===== config.mk =====
export PLATFORM = sky130hd
export DESIGN_NAME = uart_tx_fifo_flat
export DESIGN_NICKNAME = d
export VERILOG_FILES = /design/src/rtl/uart_tx_fifo_if.sv /design/src/rtl/uart_tx_fifo.sv /design/src/flat_wrapper.sv
export SDC_FILE = /design/constraint.sdc
export NUM_CORES = 1
export LEC_CHECK = 0
export BUFFER_PORTS_ARGS = -buffer_cell sky130_fd_sc_hd__clkbuf_2
export CORE_MARGIN = 2
export CORE_UTILIZATION = 50
export CTS_CLUSTER_SIZE = 28
export DETAILED_ROUTE_END_ITERATION = 16
export GPL_ROUTABILITY_DRIVEN = 0
export GPL_TIMING_DRIVEN = 0
export PLACE_DENSITY = 0.7
export SLEW_MARGIN = 40
export SYNTH_ARGS = -nofsm -noshare
export SYNTH_HDL_FRONTEND = slang
export SYNTH_SLANG_ARGS = --single-unit

===== constraint.sdc =====
create_clock -name i_clk -period 2.6 [get_ports i_clk]
set_input_delay 0.52 -clock i_clk [delete_from_list [all_inputs] [get_ports i_clk]]
set_output_delay 0.52 -clock i_clk [all_outputs]
set_load 0.01 [all_outputs]

===== src/rtl/uart_tx_fifo_if.sv =====
// Transmit-FIFO bus: write side from the register block, read side and
// status toward the UART transmitter and status register.
interface uart_tx_fifo_if #(
    parameter int unsigned DATA_WIDTH = 8,
    parameter int unsigned ADDR_WIDTH = 4
);
    logic                  wr_en;
    logic [DATA_WIDTH-1:0] wr_data;
    logic                  rd_n;
    logic                  clr_ovf;
    logic [DATA_WIDTH-1:0] rd_data;
    logic                  empty;
    logic                  full;
    logic                  afull;
    logic [ADDR_WIDTH:0]   count;
    logic                  overflow;

    modport master (
        output wr_en, wr_data, rd_n, clr_ovf,
        input  rd_data, empty, full, afull, count, overflow
    );

    modport slave (
        input  wr_en, wr_data, rd_n, clr_ovf,
        output rd_data, empty, full, afull, count, overflow
    );
endinterface


===== src/rtl/uart_tx_fifo.sv =====
// Synchronous transmit FIFO feeding the UART transmitter. Bytes are pushed by
// the register interface and popped by an active-low one-cycle read strobe;
// read data is registered and holds until the next accepted read.
module uart_tx_fifo #(
    parameter int unsigned DATA_WIDTH  = 8,
    parameter int unsigned DEPTH       = 16,
    parameter int unsigned ADDR_WIDTH  = 4,
    parameter int unsigned AFULL_LEVEL = 12
) (
    input logic           i_clk,
    input logic           i_reset_n,
    uart_tx_fifo_if.slave io_bus
);
    localparam logic [ADDR_WIDTH:0]   FULL_CNT  = (ADDR_WIDTH + 1)'(DEPTH);
    localparam logic [ADDR_WIDTH:0]   AFULL_CNT = (ADDR_WIDTH + 1)'(AFULL_LEVEL);
    localparam logic [ADDR_WIDTH:0]   CNT_ONE   = {{ADDR_WIDTH{1'b0}}, 1'b1};
    localparam logic [ADDR_WIDTH-1:0] PTR_ONE   = {{(ADDR_WIDTH - 1){1'b0}}, 1'b1};

    logic [DATA_WIDTH-1:0] r_mem [DEPTH];
    logic [ADDR_WIDTH-1:0] r_wr_ptr;
    logic [ADDR_WIDTH-1:0] r_rd_ptr;
    logic [ADDR_WIDTH:0]   r_count;
    logic [ADDR_WIDTH:0]   w_count_nxt;
    logic [DATA_WIDTH-1:0] r_rd_data;
    logic                  r_overflow;
    logic                  w_empty;
    logic                  w_full;
    logic                  w_afull;
    logic                  w_rd_acc;
    logic                  w_wr_acc;
    logic                  w_wr_rej;

    // Status flags come only from the count register; accept decisions use them.
    // A write while full still succeeds if a read frees the slot in the same cycle.
    always_comb begin
        w_empty  = (r_count == '0);
        w_full   = (r_count == FULL_CNT);
        w_afull  = (r_count >= AFULL_CNT);
        w_rd_acc = ~io_bus.rd_n & ~w_empty;
        w_wr_acc = io_bus.wr_en & (~w_full | w_rd_acc);
        w_wr_rej = io_bus.wr_en & ~w_wr_acc;
    end

    // Occupancy changes only when exactly one side is accepted.
    always_comb begin
        w_count_nxt = r_count;
        unique case ({w_wr_acc, w_rd_acc})
            2'b10:   w_count_nxt = r_count + CNT_ONE;
            2'b01:   w_count_nxt = r_count - CNT_ONE;
            default: w_count_nxt = r_count;
        endcase
    end

    // Storage array; contents are not reset.
    always_ff @(posedge i_clk) begin
        if (w_wr_acc) begin
            r_mem[r_wr_ptr] <= io_bus.wr_data;
        end
    end

    // Pointers, count, read data and sticky overflow (set beats clear).
    always_ff @(posedge i_clk or negedge i_reset_n) begin
        if (!i_reset_n) begin
            r_wr_ptr   <= '0;
            r_rd_ptr   <= '0;
            r_count    <= '0;
            r_rd_data  <= '0;
            r_overflow <= 1'b0;
        end else begin
            r_count <= w_count_nxt;
            if (w_wr_acc) begin
                r_wr_ptr <= r_wr_ptr + PTR_ONE;
            end
            if (w_rd_acc) begin
                r_rd_data <= r_mem[r_rd_ptr];
                r_rd_ptr  <= r_rd_ptr + PTR_ONE;
            end
            if (w_wr_rej) begin
                r_overflow <= 1'b1;
            end else if (io_bus.clr_ovf) begin
                r_overflow <= 1'b0;
            end
        end
    end

    assign io_bus.rd_data  = r_rd_data;
    assign io_bus.empty    = w_empty;
    assign io_bus.full     = w_full;
    assign io_bus.afull    = w_afull;
    assign io_bus.count    = r_count;
    assign io_bus.overflow = r_overflow;
endmodule

===== src/flat_wrapper.sv =====
// flat-port wrapper written by rule: the top's interface ports become plain ports
module uart_tx_fifo_flat 
#(
    parameter int unsigned DATA_WIDTH  = 8,
    parameter int unsigned DEPTH       = 16,
    parameter int unsigned ADDR_WIDTH  = 4,
    parameter int unsigned AFULL_LEVEL = 12
)
  (i_clk, i_reset_n, io_bus_wr_en, io_bus_wr_data, io_bus_rd_n, io_bus_clr_ovf, io_bus_rd_data, io_bus_empty, io_bus_full, io_bus_afull, io_bus_count, io_bus_overflow);
  uart_tx_fifo_if #(.DATA_WIDTH(DATA_WIDTH), .ADDR_WIDTH(ADDR_WIDTH)) io_bus_i ();
  input logic i_clk;
  input logic i_reset_n;
  input wire logic [$bits(io_bus_i.wr_en)-1:0] io_bus_wr_en;
  input wire logic [$bits(io_bus_i.wr_data)-1:0] io_bus_wr_data;
  input wire logic [$bits(io_bus_i.rd_n)-1:0] io_bus_rd_n;
  input wire logic [$bits(io_bus_i.clr_ovf)-1:0] io_bus_clr_ovf;
  output wire logic [$bits(io_bus_i.rd_data)-1:0] io_bus_rd_data;
  output wire logic [$bits(io_bus_i.empty)-1:0] io_bus_empty;
  output wire logic [$bits(io_bus_i.full)-1:0] io_bus_full;
  output wire logic [$bits(io_bus_i.afull)-1:0] io_bus_afull;
  output wire logic [$bits(io_bus_i.count)-1:0] io_bus_count;
  output wire logic [$bits(io_bus_i.overflow)-1:0] io_bus_overflow;
  assign io_bus_i.wr_en = io_bus_wr_en;
  assign io_bus_i.wr_data = io_bus_wr_data;
  assign io_bus_i.rd_n = io_bus_rd_n;
  assign io_bus_i.clr_ovf = io_bus_clr_ovf;
  assign io_bus_rd_data = io_bus_i.rd_data;
  assign io_bus_empty = io_bus_i.empty;
  assign io_bus_full = io_bus_i.full;
  assign io_bus_afull = io_bus_i.afull;
  assign io_bus_count = io_bus_i.count;
  assign io_bus_overflow = io_bus_i.overflow;
  uart_tx_fifo #(.DATA_WIDTH(DATA_WIDTH), .DEPTH(DEPTH), .ADDR_WIDTH(ADDR_WIDTH), .AFULL_LEVEL(AFULL_LEVEL)) u_core (.i_clk(i_clk), .i_reset_n(i_reset_n), .io_bus(io_bus_i));
endmodule

==> key figures <==
Die
  • I/O Pins: 30
  • Die extent in y: 114 um
  • Row count: 40
  • Die width: 114 um
  • Initial Util: 0.506
  • Core area: 11900 um2
  • Die area: 13000 um2

Status
  • Status: complete, no violations

Detailed routing
  • Routed via count: 3032
  • DRT Pass-1 Iters: 4
  • ANT nets after route: 0
  • Routed wire per std cell: 21.7 um
  • Vias per inst: 5.74
  • Post-Route WL: 11500 um
  • 1st-iter DRT viols: 302
  • DRC Markers: 0

Final layout
  • Area grow syn2layout: 18.3%
  • Final design utilization: 0.599
  • N_diodes: 0
  • Fin cells: 528
  • Nets: 391
  • Layout cells sized above 1: 0.341

Worst setup path
  • Worst path cell trace: nor4_4 > and2_4 > a21boi_4 > inv_2 > ha_4 > inv_4 > fa_2 > nor2b_1 > o21ai_1 > nand3_1 > or3b_4 > xnor2_2
  • Worst Path Max Fanout: 3
  • Worst EP arrival: 2.87 ns
  • Worst EP required: 2.90 ns
  • Critical path class: flop to flop
  • Critical Path Start Type: flop
  • Crit-path slowest cell: dfrtp_2
  • CP endpoint kind: flop
  • CP max stage delay: 0.43 ns

Logic synthesis
  • Post-synth top area share: 0.638
  • Post-synth top area cell: edfxtp_1
  • Count leader, synth: edfxtp_1
  • Seq/Total Area, Yosys: 0.729
  • Syn_nets: 334
  • Cell Area, Synth: 6030 um2
  • Post-synth top cells: 128 x edfxtp_1, 22 x dfrtp_1, 17 x mux4_1
  • Netlist cell types: 34
  • Post-synthesis cell count: 311
  • Synth top area cells: edfxtp_1 64%, dfrtp_1 9.1%, mux4_1 7.4%
  • Synth Area per Inst: 19.4 um2
  • Yosys warns: 0
  • Flop and latch count out of synthesis: 150
  • Post-synth EDFFs: 128
  • Synth async-reset ratio: 0.147
  • Main synth FF type: edfxtp_1

Global route
  • Wire length of the first global-routing pass: 17500 um
  • Initial antenna violation count: 0
  • Overall routing resource usage: 0.192
  • Vias in the first global route: 3164
  • Remaining Overflow, GRT: 0
  • Pin count of the biggest net entering global routing: 23

Timing
  • Setup ws final: 0.0326 ns
  • Pins over their slew limit: 0
  • Final Hold Viols: 0
  • RSZ-0062 raised after global routing: yes
  • Max Clk Rate: 389 MHz
  • Min Tclk post-route: 2.57 ns
  • Tightest Pin Transition: 0.811 ns
  • Final period util: 0.987
  • Rel. slew slack: 0.456
  • Setup-failing EPs final: 0
  • Final setup skew: 0.00653 ns

Pwr
  • PwrDens: 1120 nW/um2
  • Maximum vdd drop: 667 uV
  • Leakage: 2.51 nW

Clock tree
  • CTS buffer count: 17
  • Post-CTS Hold Buffers: 0
  • Clock Tree Root: clkbuf_16
  • H-tree levels: 4
  • Clk pin slew, worst setup/hold paths: 0.06 ns
  • CTS sink cnt: 150
  • TritonCTS clock tree: built
  • Worst-Skew Late Latency: 0.42 ns
  • Max clock buf depth: 2

Hold path
  • Hold Crit Class: input port to async pin

Place
  • Final HPWL DP: 7300 um
  • Place WS: -0.324 ns
  • Dpl cells: 490
  • PortBufs: 29

Run
  • Number of max-cap violations: 0
-- routing by layer --
metal | track usage | part of all wire | up-vias
li1 | - | - | 1370
met1 | 0.247 | 0.41 | 1552
met2 | 0.321 | 0.52 | 96
met3 | 0.0478 | 0.057 | 14
met4 | 0.0707 | 0.015 | 0
met5 | 0 | 0 | -
-- timing repair --
item | in CTS | in global routing
resized for setup | 6 | 2
setup endpoints to repair | 1 | 1
buffers inserted | 6 | 0
pin swaps | 6 | 0
-- final timing paths --
kind	startpoint	end	slack [ns]	depth (start not counted)
setup reg to reg	u_core.io_bus.count[1]	u_core.io_bus.count[4]	0.03	12
min in group i_clk	io_bus_clr_ovf	u_core.io_bus.overflow	0.37	3
setup / recovery	u_core.io_bus.count[1]	u_core.io_bus.count[4]	0.03	12
hold / removal	i_reset_n	u_core.io_bus.count[1]	0.09	1
max in group asynchronous	i_reset_n	u_core.io_bus.count[0]	2.11	1
hold reg to reg	u_core.io_bus.overflow	u_core.io_bus.overflow	0.51	1
-- cell usage in the layout, fill, tap and decap left out, types with 4 or more instances in the layout --
cell type   netlist  routed
nand2_1          12      12
ha_1              9       8
buf_4             0       8
nor3_2            0       4
clkinvlp_4        0       4
clkbuf_2          0      29
buf_6             3       4
clkbuf_16         0      17
a21oi_1          11      10
edfxtp_1        128     128
buf_2             5       5
nor2_2            0      10
dfrtp_1          22      19
mux2_2            9       9
o22ai_1          15      15
xnor2_1           7       6
mux4_2           15      15
inv_1             9       7
clkbuf_1          5       5
mux4_1           17      17
-- kinds of logic after synthesis --
logic type | count (synthesis) | share of synthesized area
AO/OA/AOI/OAI | 34 | 0.0340
XOR/XNOR | 10 | 0.0145
adder cells (fa/ha/maj) | 10 | 0.0220
buffers and inverters | 24 | 0.0197
flip-flops | 150 | 0.729
multiplexers | 42 | 0.149
AND/OR/NAND/NOR | 41 | 0.0322
-- where the power goes --
group	switching, W	internal, W
Sequential	0.000202	0.00300
Combinational	0.00124	0.00110
Clock	0.00100	0.00144
Total	0.00244	0.00553
-- stage by stage --
stage                     instance area (um2)  TNS (ns)  power [W]  hold WS, ns
after floorplan                          6060         0    0.00480        0.224
after global placement                   6390     -1.62    0.00539        0.475
after detailed placement                 6430    -0.324    0.00550        0.511
after CTS                                7100         0    0.00800        0.100
after global routing                     7130   -0.0968    0.00835        0.135
final                                    7130         0    0.00797       0.0876
-- state kept, by name, summed over array words and instances (netlist names) --
signal,cells
u_core.r_mem,128
u_core.io_bus.rd_data,8
u_core.io_bus.count,5
u_core.r_rd_ptr,4
u_core.r_wr_ptr,4
u_core.io_bus.overflow,1
-- cell type report --
type                            count  area, um2
Tap cell                          147        184
Clock inverter                     15        170
Multi-Input combinational cell    137       1610
Buffer                             15       91.3
Inverter                            9       36.3
Clock buffer                       17        425
Fill cell                         875       4780
Sequential cell                   150       4400
Timing Repair Buffer               38        210
-- critical path, delay by kind of cell, from the launching register on --
kind            cells  cell delay [ns]
simple gates        5             1.14
fa+ha+maj           2             0.49
flops               1             0.43
compound gates      2             0.15
xor+xnor            1             0.13
buf+inv             2             0.11
No activity file was read; power rests on OpenSTA's default activity.
